### src/rtl/timer_pkg.sv
// Shared types and constants for the timer-board keypad scanner.
package timer_pkg;

  localparam int KEY_ROWS_DEF     = 4;
  localparam int KEY_COLS_DEF     = 4;
  localparam int KEY_SCAN_DIV_DEF = 1000;
  localparam int KEY_DEBOUNCE_DEF = 3;

  typedef enum logic {
    SCAN_RUN,
    SCAN_LAST
  } scan_st_t;

  function automatic int key_idx_w(input int rows, input int cols);
    return (rows * cols > 1) ? $clog2(rows * cols) : 1;
  endfunction

endpackage

### src/rtl/key_prio_enc.sv
// Lowest-set-bit priority encoder: reports whether any request is set and
// the index of the lowest one.
module key_prio_enc #(
  parameter int N     = 16,
  parameter int IDX_W = 4
) (
  input  logic [N-1:0]     req,
  output logic             found,
  output logic [IDX_W-1:0] idx
);

  assign found = |req;

  always_comb begin
    idx = '0;
    for (int i = N - 1; i >= 0; i--) begin
      if (req[i]) idx = IDX_W'(i);
    end
  end

endmodule

### src/rtl/key_matrix_scanner.sv
// Matrix keypad scanner: column drive, row sync, full-frame debounce and
// one-cycle press events. Auto-repeat is built only with KEY_REPEAT_EN.
module key_matrix_scanner
  import timer_pkg::*;
#(
  parameter int ROWS         = KEY_ROWS_DEF,
  parameter int COLS         = KEY_COLS_DEF,
  parameter int SCAN_DIV     = KEY_SCAN_DIV_DEF,
  parameter int DEBOUNCE     = KEY_DEBOUNCE_DEF,
  parameter int REPEAT_DELAY = 50,
  parameter int REPEAT_RATE  = 10
) (
  input  logic                                mclk,
  input  logic                                mrst_n,
  input  logic [ROWS-1:0]                     ax_keyin,
  output logic [COLS-1:0]                     ax_keyout,
  output logic [ROWS*COLS-1:0]                key_map,
  output logic                                key_valid,
  output logic [key_idx_w(ROWS, COLS)-1:0]    key_code,
  output logic                                key_any
);

  localparam int N  = ROWS * COLS;
  localparam int KW = key_idx_w(ROWS, COLS);
  localparam int DW = $clog2(SCAN_DIV);
  localparam int CW = $clog2(COLS);

  if (SCAN_DIV < 4 || DEBOUNCE < 1 || DEBOUNCE > 15 ||
      REPEAT_DELAY < 1 || REPEAT_RATE < 1) begin : g_bad_param
    $error("key_matrix_scanner: parameter out of range");
  end

  logic [ROWS-1:0] rows_p0, rows_p1;
  scan_st_t        state, state_next;
  logic [DW-1:0]   dwell, dwell_next;
  logic [CW-1:0]   col;
  logic [N-1:0]    raw, frame_cur, prev, reported, pending;
  logic [3:0]      stable_cnt;
  logic            frame_end, eval;
  logic            found;
  logic [KW-1:0]   found_idx;
  logic            rep_fire;
  logic [KW-1:0]   rep_idx;

  // Stage p0/p1: two-flop synchroniser on the raw row lines
  always_ff @(posedge mclk or negedge mrst_n) begin
    if (!mrst_n) begin
      rows_p0 <= '0;
      rows_p1 <= '0;
    end else begin
      rows_p0 <= ax_keyin;
      rows_p1 <= rows_p0;
    end
  end

  always_ff @(posedge mclk or negedge mrst_n) begin
    if (!mrst_n) begin
      state <= SCAN_RUN;
      dwell <= '0;
    end else begin
      state <= state_next;
      dwell <= dwell_next;
    end
  end

  always_comb begin
    dwell_next = (state == SCAN_LAST) ? '0 : dwell + DW'(1);
    state_next = (dwell_next == DW'(SCAN_DIV - 1)) ? SCAN_LAST : SCAN_RUN;
  end

  // Raw frame including the column being latched this cycle, so the
  // debounce compare at frame_end sees the complete frame.
  always_comb begin
    frame_cur = raw;
    if (state == SCAN_LAST) frame_cur[int'(col)*ROWS +: ROWS] = rows_p1;
  end

  assign frame_end = (state == SCAN_LAST) && (col == CW'(COLS - 1));

  always_ff @(posedge mclk or negedge mrst_n) begin
    if (!mrst_n) begin
      col       <= '0;
      ax_keyout <= COLS'(1);
      raw       <= '0;
    end else if (state == SCAN_LAST) begin
      raw       <= frame_cur;
      col       <= (col == CW'(COLS - 1)) ? '0 : col + CW'(1);
      ax_keyout <= {ax_keyout[COLS-2:0], ax_keyout[COLS-1]};
    end
  end

  // Debounce stage: the map updates only on the increment reaching DEBOUNCE
  always_ff @(posedge mclk or negedge mrst_n) begin
    if (!mrst_n) begin
      prev       <= '0;
      stable_cnt <= '0;
      key_map    <= '0;
      eval       <= 1'b0;
    end else begin
      eval <= frame_end;
      if (frame_end) begin
        prev <= frame_cur;
        if (frame_cur == prev) begin
          if (stable_cnt < 4'(DEBOUNCE)) begin
            stable_cnt <= stable_cnt + 4'd1;
            if (stable_cnt + 4'd1 == 4'(DEBOUNCE)) key_map <= frame_cur;
          end
        end else begin
          stable_cnt <= '0;
        end
      end
    end
  end

  assign pending = key_map & ~reported;
  assign key_any = |key_map;

  key_prio_enc #(.N(N), .IDX_W(KW)) u_pend_enc (
    .req   (pending),
    .found (found),
    .idx   (found_idx)
  );

`ifdef KEY_REPEAT_EN
  logic [N-1:0] map_last;
  logic [7:0]   rep_cnt;
  logic         rep_armed, rep_found, single, rep_run;

  key_prio_enc #(.N(N), .IDX_W(KW)) u_rep_enc (
    .req   (key_map),
    .found (rep_found),
    .idx   (rep_idx)
  );

  assign single   = rep_found && ((key_map & (key_map - N'(1))) == '0);
  assign rep_run  = single && (key_map == map_last) && (pending == '0);
  assign rep_fire = rep_run &&
                    (rep_cnt + 8'd1 == (rep_armed ? 8'(REPEAT_RATE) : 8'(REPEAT_DELAY)));

  // Frame counter toward the first repeat, then between repeats
  always_ff @(posedge mclk or negedge mrst_n) begin
    if (!mrst_n) begin
      map_last  <= '0;
      rep_cnt   <= '0;
      rep_armed <= 1'b0;
    end else if (eval) begin
      map_last <= key_map;
      if (!rep_run) begin
        rep_cnt   <= '0;
        rep_armed <= 1'b0;
      end else if (rep_fire) begin
        rep_cnt   <= '0;
        rep_armed <= 1'b1;
      end else begin
        rep_cnt <= rep_cnt + 8'd1;
      end
    end
  end
`else
  assign rep_fire = 1'b0;
  assign rep_idx  = '0;
`endif

  // Event stage: one report slot per frame, new presses before repeats
  always_ff @(posedge mclk or negedge mrst_n) begin
    if (!mrst_n) begin
      reported  <= '0;
      key_valid <= 1'b0;
      key_code  <= '0;
    end else begin
      key_valid <= 1'b0;
      if (eval && found) begin
        key_valid <= 1'b1;
        key_code  <= found_idx;
        reported  <= (reported & key_map) | (N'(1) << found_idx);
      end else begin
        reported <= reported & key_map;
        if (eval && rep_fire) begin
          key_valid <= 1'b1;
          key_code  <= rep_idx;
        end
      end
    end
  end

endmodule

### config.mk
export PLATFORM = sky130hd
export DESIGN_NAME = key_matrix_scanner
export DESIGN_NICKNAME = d
export VERILOG_FILES = /design/src/rtl/timer_pkg.sv /design/src/rtl/key_prio_enc.sv /design/src/rtl/key_matrix_scanner.sv
export SDC_FILE = /design/constraint.sdc
export NUM_CORES = 1
export LEC_CHECK = 0
export CORE_MARGIN = 2
export CORE_UTILIZATION = 55
export CTS_CLUSTER_DIAMETER = 80
export DETAILED_ROUTE_END_ITERATION = 6
export GPL_TIMING_DRIVEN = 0
export PLACE_DENSITY_LB_ADDON = 0.1
export SYNTH_ARGS = -nofsm -noshare
export SYNTH_HDL_FRONTEND = slang
export SYNTH_SLANG_ARGS = --single-unit
### constraint.sdc
create_clock -name mclk -period 3.55 [get_ports mclk]
set_clock_uncertainty 0.1 [all_clocks]
set_input_delay 0.355 -clock mclk [delete_from_list [all_inputs] [get_ports mclk]]
set_output_delay 0.355 -clock mclk [all_outputs]
set_load 0.1 [all_outputs]
Yosys cells after proc, flatten, opt, wreduce, memory -nomap -nowiden
Index checks and enable logic that the tools add are counted.
{"block": "totals", "inputBits": 6, "regBits": 99, "out_inout_bits": 26}
{"block": "op_classes", "reduce_logical": 6, "bitwise": 4, "add_sub_neg": 4, "mux": 25, "n_eq_ne": 5, "order_cmp": 1, "n_shift": 3}
{"op": "4-bit 2-to-1 mux", "n": 18}
{"op": "4-bit negator with 33-bit output", "n": 1}
{"op": "4-bit by 33-bit variable shift with 16-bit output, first input constant", "n": 1}
{"op": "4-bit by 33-bit indexed part select with 16-bit output", "n": 1}
{"op": "16-bit bitwise AND", "n": 2}
{"op": "16-bit 2-to-1 mux", "n": 2}
{"op": "16-bit OR reduction", "n": 2}
{"op": "16-bit bitwise mux", "n": 1}
{"op": "16-bit == test", "n": 1}
{"op": "16-bit NOT", "n": 1}
{"op": "16-bit bitwise OR", "n": 1}
{"op": "1-bit by 4-bit << shifter with 16-bit output, first input constant", "n": 1}
{"op": "10-bit by 1-bit adder with 10-bit output, second input constant", "n": 1}
{"op": "10-bit == test, second input constant", "n": 1}
{"op": "10-bit 2-to-1 mux", "n": 1}
{"op": "4-bit by 1-bit adder with 4-bit output, second input constant", "n": 1}
{"op": "4-bit by 2-bit == test with 1-bit output, second input constant", "n": 1}
{"op": "4-bit by 2-bit less-than comparator with 1-bit output, second input constant", "n": 1}
{"op": "4-bit AND reduction", "n": 1}
{"op": "2-bit by 1-bit adder with 2-bit output, second input constant", "n": 1}
{"op": "2-bit == test, second input constant", "n": 1}
{"op": "1-bit logical AND", "n": 2}
{"op": "1-bit 2-to-1 mux", "n": 2}
{"op": "2-bit 2-to-1 mux", "n": 1}
{"op": "2 further kinds", "n": 2}

Longest topological paths before layout
{"block": "logic_depth", "word_depth": 21, "depth_mapped": 11, "depth_no_buf": 9}

Modules after synthesis
A second synthesis with hierarchy kept.
{"block": "hier_totals", "hier_cells": 458, "area_unflattened_um2": 4870.9}
{"module": "key_matrix_scanner", "cells_per_inst": 424, "n_inst": 1, "area_each_um2": 4694.5, "seq_area_each_um2": 2478.6}
{"module": "key_prio_enc", "cells_per_inst": 34, "n_inst": 1, "area_each_um2": 176.4, "seq_area_each_um2": 0.0}

Least setup slack after synthesis
No wires, ideal clock.
{"block": "synth_path", "path_kind": "reg2reg", "start": "register col[0]", "end": "register key_map[15]", "n_path_buf": 2, "setup_ns": 0.127, "t_arrival_ns": 2.804, "stages_incl_launch_ff": 12, "slack_ns": 0.519, "path_cell_list": "dfrtp_1 buf_4 inv_1 ha_1 nor2b_1 a32o_1 xor2_1 nor4_2 nand4_2 nor3_4 buf_12 mux2_4"}
{"block": "synth_via", "elab_chain_cells": 6}
{"item": "from (decl)", "line_no": "key_matrix_scanner.sv:36", "source": "logic [CW-1:0] col;"}
{"item": "from (signal assigned)", "line_no": "key_matrix_scanner.sv:87", "source": "col <= (col == CW'(COLS - 1)) ? '0 : col + CW'(1);"}
{"item": "4-bit negator with 33-bit output", "line_no": "key_matrix_scanner.sv:75", "source": "if (state == SCAN_LAST) frame_cur[int'(col)*ROWS +: ROWS] = rows_p1;"}
{"item": "4-bit by 33-bit indexed part select with 16-bit output / 4-bit by 33-bit variable shift with 16-bit output (equally long branches)", "line_no": "key_matrix_scanner.sv:75"}
{"item": "16-bit bitwise mux", "line_no": "key_matrix_scanner.sv:75"}
{"item": "16-bit 2-to-1 mux", "line_no": "key_matrix_scanner.sv:75"}
{"item": "16-bit == test", "line_no": "key_matrix_scanner.sv:103", "source": "if (frame_cur == prev) begin"}
{"item": "4-bit AND reduction (no line)"}
{"item": "to (signal assigned)", "line_no": "key_matrix_scanner.sv:106", "source": "if (stable_cnt + 4'd1 == 4'(DEBOUNCE)) key_map <= frame_cur;"}
{"item": "to (decl)", "line_no": "key_matrix_scanner.sv:17", "source": "output logic [ROWS*COLS-1:0] key_map,"}
Parallel ways exist; a longest one is shown, timed or not.
A chain may end at the register's enable or synchronous reset.

Worst setup path after layout
{"block": "layout_path", "start": "register col[0]", "end": "register key_map[5]"}
The elaborated chain is that of the path after synthesis.

==> flow_summary.json <==
{
  "vias": 2928,
  "maxUsedRoutingLayer": "met4",
  "htreeDepth": 3,
  "p_comb_share_pct": 1.5,
  "initial_utilization_pct": 56.9,
  "synth_top_area_share_pct": 55.5,
  "drive_above_1_share_pct": 20.0,
  "route.met3.wl_um": 347,
  "path_class": "reg2reg",
  "status": "completed",
  "yosys.cell_types.count": 44,
  "vias_per_cell": 5.62,
  "drt_iter0_markers": 147,
  "firstDrtPassIters": 5,
  "synth_area_leaders": "dfrtp_1, mux2_2, xor2_1",
  "slew_violations": 0,
  "syn_to_final_growth_pct": 19.3,
  "peakVddDrop_mv": 0.283,
  "synth-edff-count": 0,
  "worstSetupEndpointType": "flip-flop",
  "placed_cells": 501,
  "routedWlPerCell_um": 16.4,
  "pwr_density_cell_nw_per_um2": 385,
  "rows": 32,
  "io_pins": 32,
  "arrival_ps": 3520,
  "core_area_um2": 7770,
  "synth.cell_area_um2": 4420,
  "insertion_delay_ps": 360,
  "numCtsBuffers": 9,
  "gp_congestion": 0.899,
  "stdcell_count": 521,
  "wl_met2_um": 4080,
  "yosysTopAreaCell": "dfrtp_1",
  "max_slew.worst_pin.slew_ps": 977,
  "fillers": 563,
  "nets": 430,
  "hold_violations": 0,
  "ys_seq_elements": 99,
  "startpoint": "col[0]",
  "setup_viol": 0,
  "finalCritPeriodShare_pct": 95.0,
  "die_w_um": 93.6,
  "grt-ovfl-total": 0,
  "ys_warn_count": 0,
  "pwr-share-clk_pct": 42.6,
  "met1Wirelength_um": 4020,
  "multi_input_area_um2": 1950,
  "ys_seq_area_share_pct": 56.1,
  "cts.clk_slew.worst_paths_ps": 90,
  "clockRootBuffer": "clkbuf_8",
  "grt_usage_pct": 21.1,
  "async_reset_ff_share_pct": 100,
  "diodes": 0,
  "cts_tree": "done",
  "dieArea_um2": 8770,
  "worstPathRequired_ps": 3690,
  "rsz0062_at_grt": "false",
  "die_h_um": 93.6,
  "internal_power_uw": 1630,
  "synthFlopType": "dfrtp_1",
  "clock-sinks": 99,
  "portBuffers": 31,
  "seq_area_um2": 2480,
  "switching_share_pct": 19.9,
  "fmax_ghz": 0.296,
  "p_leak_uw": 0.00253,
  "ant_nets": 0,
  "clockBufferDepth": 2,
  "drv_cap": 0,
  "fin_crit_ps": 3370,
  "min_path_type": "reg2reg",
  "cp_max_fo": 10,
  "dpl_cell_area_um2": 4880,
  "final_area_um2": 5270,
  "p_sw_uw": 403,
  "drt-total-wl_um": 8560,
  "r2r-start": "col[0]",
  "synth_fp_nets": 382,
  "antenna_found_initial": 0,
  "crit_path_start_kind": "flip-flop",
  "place_hpwl_um": 6010,
  "avgSynthCellArea_um2": 12.0,
  "min_from": "rows_p0[3]",
  "grt_max_degree": 61,
  "slew_headroom_pct": 34.7,
  "grt_pass1_vias": 2888,
  "grt_pass1_wl_um": 14200,
  "seq_power_share_pct": 55.9,
  "synth_cells": 367,
  "drc": 0
}
==> critical path, stage by stage (launching register included) <==
cell	delay (ps)
dfrtp_1	440
buf_4	190
inv_1	100
ha_1	430
nor2_2	100
a32o_2	310
xor2_1	160
nor4_2	430
nand4_2	210
nor3_4	290
buf_4	170
mux2_2	320
==> through the flow <==
| stage | hold slack [ps] | TNS, ps | setup WS (ps) | total power, µW | util [%] |
|---|---|---|---|---|---|
| finish | 255 | 0 | 176 | 2030 | 67.9 |
| global route | 264 | 0 | 32.4 | 2110 | 67.9 |
| CTS | 257 | 0 | 16.4 | 2060 | 66.4 |
| detailed placement | 235 | -2710 | -220 | 1190 | 62.8 |
| global placement | 233 | -154770 | -1560 | 1190 | 62.5 |
| floorplan | -40.6 | 0 | 519 | 1160 | - |
==> power by group through the flow <==
stage | Sequential (µW) | Clock [µW] | Combinational (µW)
after floorplan | 1160 | 0 | 0.139
after global placement | 1160 | 0 | 27.3
after detailed placement | 1160 | 0 | 31.4
after CTS | 1140 | 889 | 32.3
after global routing | 1140 | 940 | 36.1
final | 1140 | 866 | 30.2
==> path summary, 6_finish.rpt <==
path | end | slack, ps | cells after the start
hold reg to reg | rows_p1[3] | 260 | 0
setup reg to reg | key_map[5] | 180 | 11
setup / recovery | key_map[5] | 180 | 11
hold / removal | rows_p1[3] | 260 | 0
max in group asynchronous | key_map[12] | 2290 | 3
min in group asynchronous | dwell[3] | 400 | 2
==> layout by cell type (no fill, tap or decap), types with 8 or more instances in the layout <==
cell	n
dfrtp_1	98
nor2_1	14
inv_1	12
o21ai_0	14
xor2_1	22
nand2_1	35
clkbuf_8	10
mux2_2	27
nand3_1	13
a32o_1	8
nand2b_1	18
clkdlybuf4s50_1	30
ha_1	9
mux2_4	10
==> synth_stat cells (all sizes together), types with 5 or more instances <==
cell type and n:
nand2b 19, nand4 5, nand3 13, ha 9, a21oi 6, and3 5, nand2 35, nor3 6
nor4 10, dfrtp 98, a32o 11, inv 12, nor2 15, xor2 22, mux2 37, nor2b 6
o21ai 14
==> per-layer routing <==
metal,GRT usage [%],up-vias
li1,-,1395
met4,5.43,0
met3,4.75,12
met1,29.8,1463
met2,33.3,58
met5,0,-
==> cell type report <==
type / instances / area share (%)
Timing Repair Buffer: 37 / 7.12
Multi-Input combinational cell: 248 / 37.0
Clock inverter: 5 / 2.04
Buffer: 8 / 0.973
Tap cell: 102 / 2.42
Sequential cell: 99 / 47.0
Inverter: 12 / 0.854
Clock buffer: 10 / 2.61
==> cell families after synthesis <==
family,synth area share [%]
compound gates,8.52
buf+inv,2.18
xor+xnor,4.76
simple gates,15.6
fa+ha+maj,2.55
mux,10.3
flops,56.1
==> flip-flops by register name, indices dropped and copies added (netlist names) <==
signal      cells
dwell          10
key_valid       1
ax_keyout       4
stable_cnt      4
col             2
rows_p0         4
reported       16
key_code        4
key_map        16
state           1
eval            1
rows_p1         4
raw            16
prev           16
==> what timing repair did <==
| action | in CTS | in global routing |
|---|---|---|
| setup buffers | 2 | 2 |
| setup endpoints to repair | 16 | 16 |
| hold endpoints to repair | 38 | 0 |
| gates resized for setup | 1 | 16 |
| pin swaps | 1 | 4 |
| hold buffers | 1 | 0 |
(Power assumes the default switching activity.)
